File: config.mk
export PLATFORM = sky130hd
export DESIGN_NAME = mvm_load_engine
export DESIGN_NICKNAME = d
export VERILOG_FILES = /design/src/rtl/mvm_load_engine.sv
export SDC_FILE = /design/constraint.sdc
export NUM_CORES = 2
export LEC_CHECK = 0
export CORE_ASPECT_RATIO = 1.4
export CORE_UTILIZATION = 35
export CTS_CLUSTER_SIZE = 12
export DETAILED_ROUTE_END_ITERATION = 8
export PLACE_DENSITY = 0.61
export SYNTH_ARGS = -nofsm -noshare
export SYNTH_HDL_FRONTEND = slang
export SYNTH_SLANG_ARGS = --single-unit
File: constraint.sdc
create_clock -name clk -period 51.5 [get_ports clk]
set_input_delay 10.3 -clock clk [delete_from_list [all_inputs] [get_ports clk]]
set_output_delay 10.3 -clock clk [all_outputs]
set_load 0.02 [all_outputs]
File: src/rtl/mvm_load_engine.sv
// rtl/mvm_load_engine.sv - fetches ROWS matrix words plus one vector word, then runs a
// COLS-cycle parallel multiply-accumulate into ROWS result registers.
module mvm_load_engine #(
  parameter int DATA_WIDTH = 8,
  parameter int ROWS       = 8,
  parameter int COLS       = 8,
  parameter int ADDR_W     = 32,
  parameter int SIGNED     = 0,
  parameter int ACC_W      = 2*DATA_WIDTH + $clog2(COLS),
  parameter int WORD_W     = COLS*DATA_WIDTH,
  parameter int SEL_W      = $clog2(ROWS)
) (
  input  logic              clk,
  input  logic              rst,
  input  logic              start,
  input  logic [ADDR_W-1:0] base_addr,
  output logic [ADDR_W-1:0] mem_address,
  output logic              mem_read,
  input  logic [WORD_W-1:0] mem_readdata,
  input  logic              mem_readdatavalid,
  input  logic              mem_waitrequest,
  input  logic [SEL_W-1:0]  res_sel,
  output logic [ACC_W-1:0]  res_data,
  output logic              busy,
  output logic              done,
  output logic              proto_err
);

  localparam int DW    = DATA_WIDTH;
  localparam int CNT_W = $clog2(ROWS+1);
  localparam int KW    = $clog2(COLS);

  typedef enum logic [2:0] {S_IDLE, S_REQ, S_WAIT, S_COMPUTE, S_DONE} state_t;

  state_t             state_q, state_d;
  logic [ADDR_W-1:0]  base_q, base_d;
  logic [CNT_W-1:0]   row_cnt_q, row_cnt_d;
  logic [KW-1:0]      k_q, k_d;
  logic [WORD_W-1:0]  a_q [ROWS];
  logic [WORD_W-1:0]  a_d [ROWS];
  logic [WORD_W-1:0]  b_q, b_d;
  logic [ACC_W-1:0]   acc_q [ROWS];
  logic [ACC_W-1:0]   acc_d [ROWS];
  logic               proto_err_q, proto_err_d;
  logic [SEL_W-1:0]   row_idx;

  // Element 0 sits in the most significant slice of the word.
  function automatic logic [DW-1:0] elem(input logic [WORD_W-1:0] w, input logic [KW-1:0] k);
    return w[WORD_W-1-int'(k)*DW -: DW];
  endfunction

  function automatic logic [ACC_W-1:0] mul_ext(input logic [DW-1:0] a, input logic [DW-1:0] b);
    logic [2*DW-1:0] p;
    logic            ext;
    if (SIGNED != 0) p = {{DW{a[DW-1]}}, a} * {{DW{b[DW-1]}}, b};
    else             p = {{DW{1'b0}}, a} * {{DW{1'b0}}, b};
    ext = (SIGNED != 0) ? p[2*DW-1] : 1'b0;
    return {{(ACC_W-2*DW){ext}}, p};
  endfunction

  assign row_idx = row_cnt_q[SEL_W-1:0];

  always_comb begin
    state_d     = state_q;
    base_d      = base_q;
    row_cnt_d   = row_cnt_q;
    k_d         = k_q;
    a_d         = a_q;
    b_d         = b_q;
    acc_d       = acc_q;
    proto_err_d = proto_err_q;

    case (state_q)
      S_IDLE, S_DONE: begin
        if (start) begin
          base_d    = base_addr;
          row_cnt_d = '0;
          k_d       = '0;
          for (int r = 0; r < ROWS; r++) acc_d[r] = '0;
          state_d   = S_REQ;
        end
      end
      S_REQ: begin
        if (!mem_waitrequest) state_d = S_WAIT;
      end
      S_WAIT: begin
        if (mem_readdatavalid) begin
          if (row_cnt_q == CNT_W'(ROWS)) begin
            b_d     = mem_readdata;
            k_d     = '0;
            state_d = S_COMPUTE;
          end else begin
            a_d[row_idx] = mem_readdata;
            row_cnt_d    = row_cnt_q + 1'b1;
            state_d      = S_REQ;
          end
        end
      end
      S_COMPUTE: begin
        for (int r = 0; r < ROWS; r++)
          acc_d[r] = acc_q[r] + mul_ext(elem(a_q[r], k_q), elem(b_q, k_q));
        k_d = k_q + 1'b1;
        if (k_q == KW'(COLS-1)) state_d = S_DONE;
      end
      default: state_d = S_IDLE;
    endcase

    // Any response we did not ask for is dropped and flagged.
    if (mem_readdatavalid && state_q != S_WAIT) proto_err_d = 1'b1;
  end

  always_ff @(posedge clk or posedge rst) begin
    if (rst) begin
      state_q     <= S_IDLE;
      base_q      <= '0;
      row_cnt_q   <= '0;
      k_q         <= '0;
      b_q         <= '0;
      proto_err_q <= 1'b0;
      for (int r = 0; r < ROWS; r++) begin
        a_q[r]   <= '0;
        acc_q[r] <= '0;
      end
    end else begin
      state_q     <= state_d;
      base_q      <= base_d;
      row_cnt_q   <= row_cnt_d;
      k_q         <= k_d;
      b_q         <= b_d;
      proto_err_q <= proto_err_d;
      for (int r = 0; r < ROWS; r++) begin
        a_q[r]   <= a_d[r];
        acc_q[r] <= acc_d[r];
      end
    end
  end

  assign mem_read    = (state_q == S_REQ);
  assign mem_address = (state_q == S_REQ) ? base_q + ADDR_W'(row_cnt_q) : '0;
  assign busy        = (state_q == S_REQ) || (state_q == S_WAIT) || (state_q == S_COMPUTE);
  assign done        = (state_q == S_DONE);
  assign proto_err   = proto_err_q;

  always_comb begin
    res_data = '0;
    if (32'(res_sel) < ROWS) res_data = acc_q[res_sel];
  end

endmodule

Word level (Yosys, flattened, before mapping)
Cells that the tools add are included.

Memory bits (writable): 0. Bits in read-only memories: 0. Output and inout port bits: 55. Bits in registers: 771. Bits in latches: 0. Input port bits: 104. Word-level logic and storage cells: 117. Memories: 0.

Div/mod/pow operators: 0. $add $sub $neg: 12. Multiply operators: 8. Shifts and indexed selects: 9. Reductions and logical operators: 16. Muxes and demuxes: 31. Order comparisons: 3. Equality and inequality tests: 13. Bitwise operators: 3.

Operators by type and width (count): $shiftx 71x7->8 (9); $bwmux 512 (1); $pmux 152 s2 (1); $demux 64 s3 (1); $add 19x16->19 (8); $mux 152 (1); $mul 8x8->16 (8); $mux 16 (8); $mux 64 (1); $bmux 19 s3 (1); $mux 19 (2); $add 32x4->32 (1); $mux 32 (1); $mux 3 (7); $mux 4 (3); $ne 2x2->1 const B (6); $pmux 3 s4 (1); $reduce_and 4->1 (3); $pmux 3 s3 (1); $ge 4x4->1 const B (2); $not 3->4 (2); $pmux 4 s2 (1); $sub 6x6->7 const A (1); $eq 3x2->1 const B (2); other kinds (17) (23).

Depth between registers and ports, before layout
Depth after elaboration: 6. Mapped depth: 30. Mapped depth without buffers: 27.

Worst setup path after synthesis
Ideal clock, no wire load.

Path kind: in2out. Start: input port res_sel[0]. End: output port res_data[10]. Buffers on the path: 2. Required time: 41200 ps. Cell stages on the path: 4. Path slack: 29177 ps. Data arrival time: 12023 ps. Cells stage by stage: clkbuf_1 buf_2 mux4_2 mux2_2.

Longest elaborated chain between the ends: 4.

RTL lines: from (decl) (line 22) `input logic [SEL_W-1:0] res_sel,`; $not 3->4 (not written as such) (line 146) `if (32'(res_sel) < ROWS) res_data = acc_q[res_sel];`; $bmux 19 s3 (line 146); $mux 19 (not written as such) (2 in series) (line 146); to (decl) (line 23) `output logic [ACC_W-1:0] res_data,`.

Every way passes these cells. The select of a mux whose other input is x is not followed.

Worst setup path in the final report
Start: input port res_sel[0]. End: output port res_data[5].

Same word-level chain as after synthesis.

==> key figures <==
Logic synthesis
  – Syn Nets: about 6,000
  – YS warnings: 0
  – Post-synth cell types: slightly below 90
  – Seq/Total Area, Yosys: between 30% and 40%
  – Synth Instances: 5,158
  – FF+latch count, synth: 771
  – EDFF count, synth: 0
  – Avg Cell Area, Syn: 11.0 um^2
  – Netlist area before placement: 0.0569 mm^2
  – Post-synthesis async set-or-reset flop share: 100%
  – Top FF cell, synth: dfrtp_1

Power and ir drop
  – Net Sw Frac: between 40% and 50%
  – P_int: between 2000 and 2500 uW
  – Gate power share: 65.3%
  – Pwr Density: 72.0 mW/mm^2
  – Sequential share of power: approximately a fifth
  – VDD IR-drop max: around 0.060 mV
  – Psw: 2180 uW
  – Leak: about 0.031 uW
  – Clock power frac: approximately 14%

Finish
  – Most frequent cells in the layout: 768 x dfrtp_1, 556 x mux2_2, 552 x nor2_1
  – Area growth syn-to-layout: 12.1%
  – Design Area, Final: roughly 0.064 mm^2
  – Final core utilization: ~40%
  – Fraction of final layout cells sized beyond drive strength 1: about a fifth
  – NumNets Final: 6,118
  – Most common cell after layout, fill and taps aside: dfrtp_1

Setup path
  – Crit-path max FO: 38
  – Crit path DAT: 12.59 ns
  – Worst EP required: 41.20 ns
  – Cells on worst reg2reg path: 25
  – Crit Path Category: primary input to output pin
  – Startpoint type of the worst setup path: primary input
  – Critical Path End Type: output pin

Timing
  – Final setup vio count: 0
  – Setup slack after layout: between 20 and 30 ns
  – Hold Vio Cnt, Final: 0
  – RSZ-0062 raised after global routing: false
  – Slew Viols, Final: 0
  – Final period utilization: between 40% and 50%
  – Slew Limit Headroom: roughly 15%
  – Post-layout min period: around 23 ns
  – Final Skew: between 0.08 and 0.09 ns
  – Worst-Margin Slew: 1.24 ns
  – Max frequency: 43.7 MHz
  – Final TNS setup: 0 ns

Hold path
  – Worst Hold Class: register to register
  – WHS Path Cells: 1

Place
  – Number of port buffers: between 150 and 200
  – DP Worst Slack: between 20 and 30 ns
  – Post-DP HPWL: between 100 and 150 mm
  – Placement Cell Area: roughly 0.06 mm^2
  – Final GP Congestion: approximately 0.9

CTS
  – Clock slew at reported path FFs: around 0.060 ns
  – H-tree levels: 3
  – CTS root buf: clkbuf_16
  – PostCTS Resize Cnt: 0
  – CTS max path bufs: 3
  – # hold bufs at CTS: 0
  – Worst-Skew Late Latency: about 0.74 ns
  – Post-CTS Setup Bufs: 0
  – CTS tree: yes
  – CTS Sinks: 771
  – Cts bufs inserted: 86

Route
  – Residual DRC: 0
  – Post-route ant nets: 0
  – Detailed Route WL: 155 mm
  – TritonRoute pass-1 iters: 7
  – Initial DRC Count: 2,154
  – Avg WL per Cell: a little over 20 um
  – Vias per cell: 5.31
  – Routed vias: 39,600

Floorplanning
  – Rows: approximately 170
  – Die Footprint: 0.164 mm^2
  – Die H: approximately 480 um
  – IO Pins: ~160
  – Core Footprint: around 0.16 mm^2
  – Starting density of the core: 35.3%
  – Die Wd: approximately 340 um

Run
  – MaxCap Viol Count: 0

GRT
  – GR Overflow Total: 0
  – GRT Overall Usage: between 10% and 20%
  – Antenna violations before repair: 32
  – Global-route wire length before repair: around 240 mm
  – Vias in the first global route: between 40,000 and 50,000
  – Largest net degree at the start of global routing: 168

Run status
  – Status: complete, no violations
layer usage:
layer / wire, um / up-vias / track usage (%)
li1: - / 18100 / -
met1: 64400 / 20500 / 23.4
met2: 75500 / 705 / 32.7
met3: 6860 / 271 / 3.06
met4: 7750 / 28 / 9.34
met5: 182 / - / 0
worst max-delay path, stage by stage:
cell,delay [ns]
buf_2,0.79
mux4_2,0.62
mux2_2,0.31
clkdlybuf4s50_1,0.56
path summary, 6_finish.rpt:
kind	startpoint	endpoint	slack [ns]
max in group asynchronous	rst	b_q[31]$_DFFE_PP0P_	37.41
worst min register to register	a_q[449]$_DFFE_PP0P_	a_q[449]$_DFFE_PP0P_	0.48
min in group asynchronous	rst	base_q[25]$_DFFE_PP0P_	10.15
worst max register to register	k_q[0]$_DFFE_PP0P_	acc_q[75]$_DFFE_PP0P_	41.86
worst max-delay path	res_sel[0]	res_data[5]	28.61
worst min-delay path	a_q[449]$_DFFE_PP0P_	a_q[449]$_DFFE_PP0P_	0.48
per-stage QoR:
step,total power (uW),hold WS (ns),instances
finish,4590,0.483,7465
global route,5020,0.497,7457
CTS,4620,0.484,7453
detailed placement,3970,0.471,7302
global placement,3900,0.461,7302
floorplan,3130,0.440,5158
synth_stat cells (5+ instances only):
library cell	instances	area [um^2]
or2_2	101	632
a31oi_1	15	93.8
nor2_1	553	2080
o41ai_1	6	52.6
o21a_1	28	210
nand2b_1	39	244
a21oi_1	175	876
ha_1	439	5490
inv_1	495	1860
nand3_1	50	250
nand3b_1	9	67.6
buf_2	60	300
and3_1	21	131
dfrtp_1	771	19300
mux2i_1	95	951
a211oi_1	20	150
a32o_1	21	210
nand2_1	293	1100
buf_6	25	282
nor3_1	52	260
nand4_1	21	131
and2_1	8	50.1
a22o_1	19	166
nor4_1	5	31.3
a21o_1	71	533
clkbuf_1	98	368
or3_1	21	131
buf_1	22	82.6
xor2_1	93	815
mux2_1	39	439
and4_1	8	70.1
mux2_2	556	6260
o21bai_1	28	210
o31ai_1	24	180
a2111oi_0	7	61.3
o21ai_0	162	811
nor3b_1	8	60.1
mux4_2	182	4100
xnor2_1	95	832
o211ai_1	23	173
fa_1	297	5950
nor2b_1	14	87.6
logic make-up (layout without fill, tap and decap cells):
kind of cell               after synthesis  in the layout  share of synthesized area (%)
xor gates and xnor gates               188            188                           2.89
other                                    0             12                              0
AOI/OAI and AO/OA                      661            661                           7.56
muxes                                  872            872                           20.6
buffers and inverters                  704            887                           5.13
adders and majority gates              736            736                           20.1
and+or+nand+nor                       1226           1226                           9.79
DFF                                    771            771                           33.9
registers in the layout, indices dropped and copies added, names as in the netlist:
name and cells:
state_q 3, base_q 32, proto_err 1, row_cnt_q 4, a_q 512, b_q 64
acc_q 152, k_q 3
layout make-up:
| cell class | count | area, um^2 |
|---|---|---|
| fillers | 15500 | 97300 |
| clock inverters | 23 | 354 |
| well taps | 2112 | 2640 |
| inverters | 497 | 1870 |
| diodes | 12 | 30.0 |
| repair buffers | 239 | 2220 |
| flip-flops and latches | 771 | 19300 |
| multi-input cells | 3683 | 34900 |
| clock buffers | 128 | 2470 |
power by group through the flow:
stage                     Clock [uW]  Combinational, uW  Sequential, uW
after floorplan                    0               2220             901
after global routing             658               3360            1000
after CTS                        636               3010             975
after global placement             0               2930             974
final                            619               3000             974
after detailed placement           0               2980             985
(Power assumes the default switching activity.)
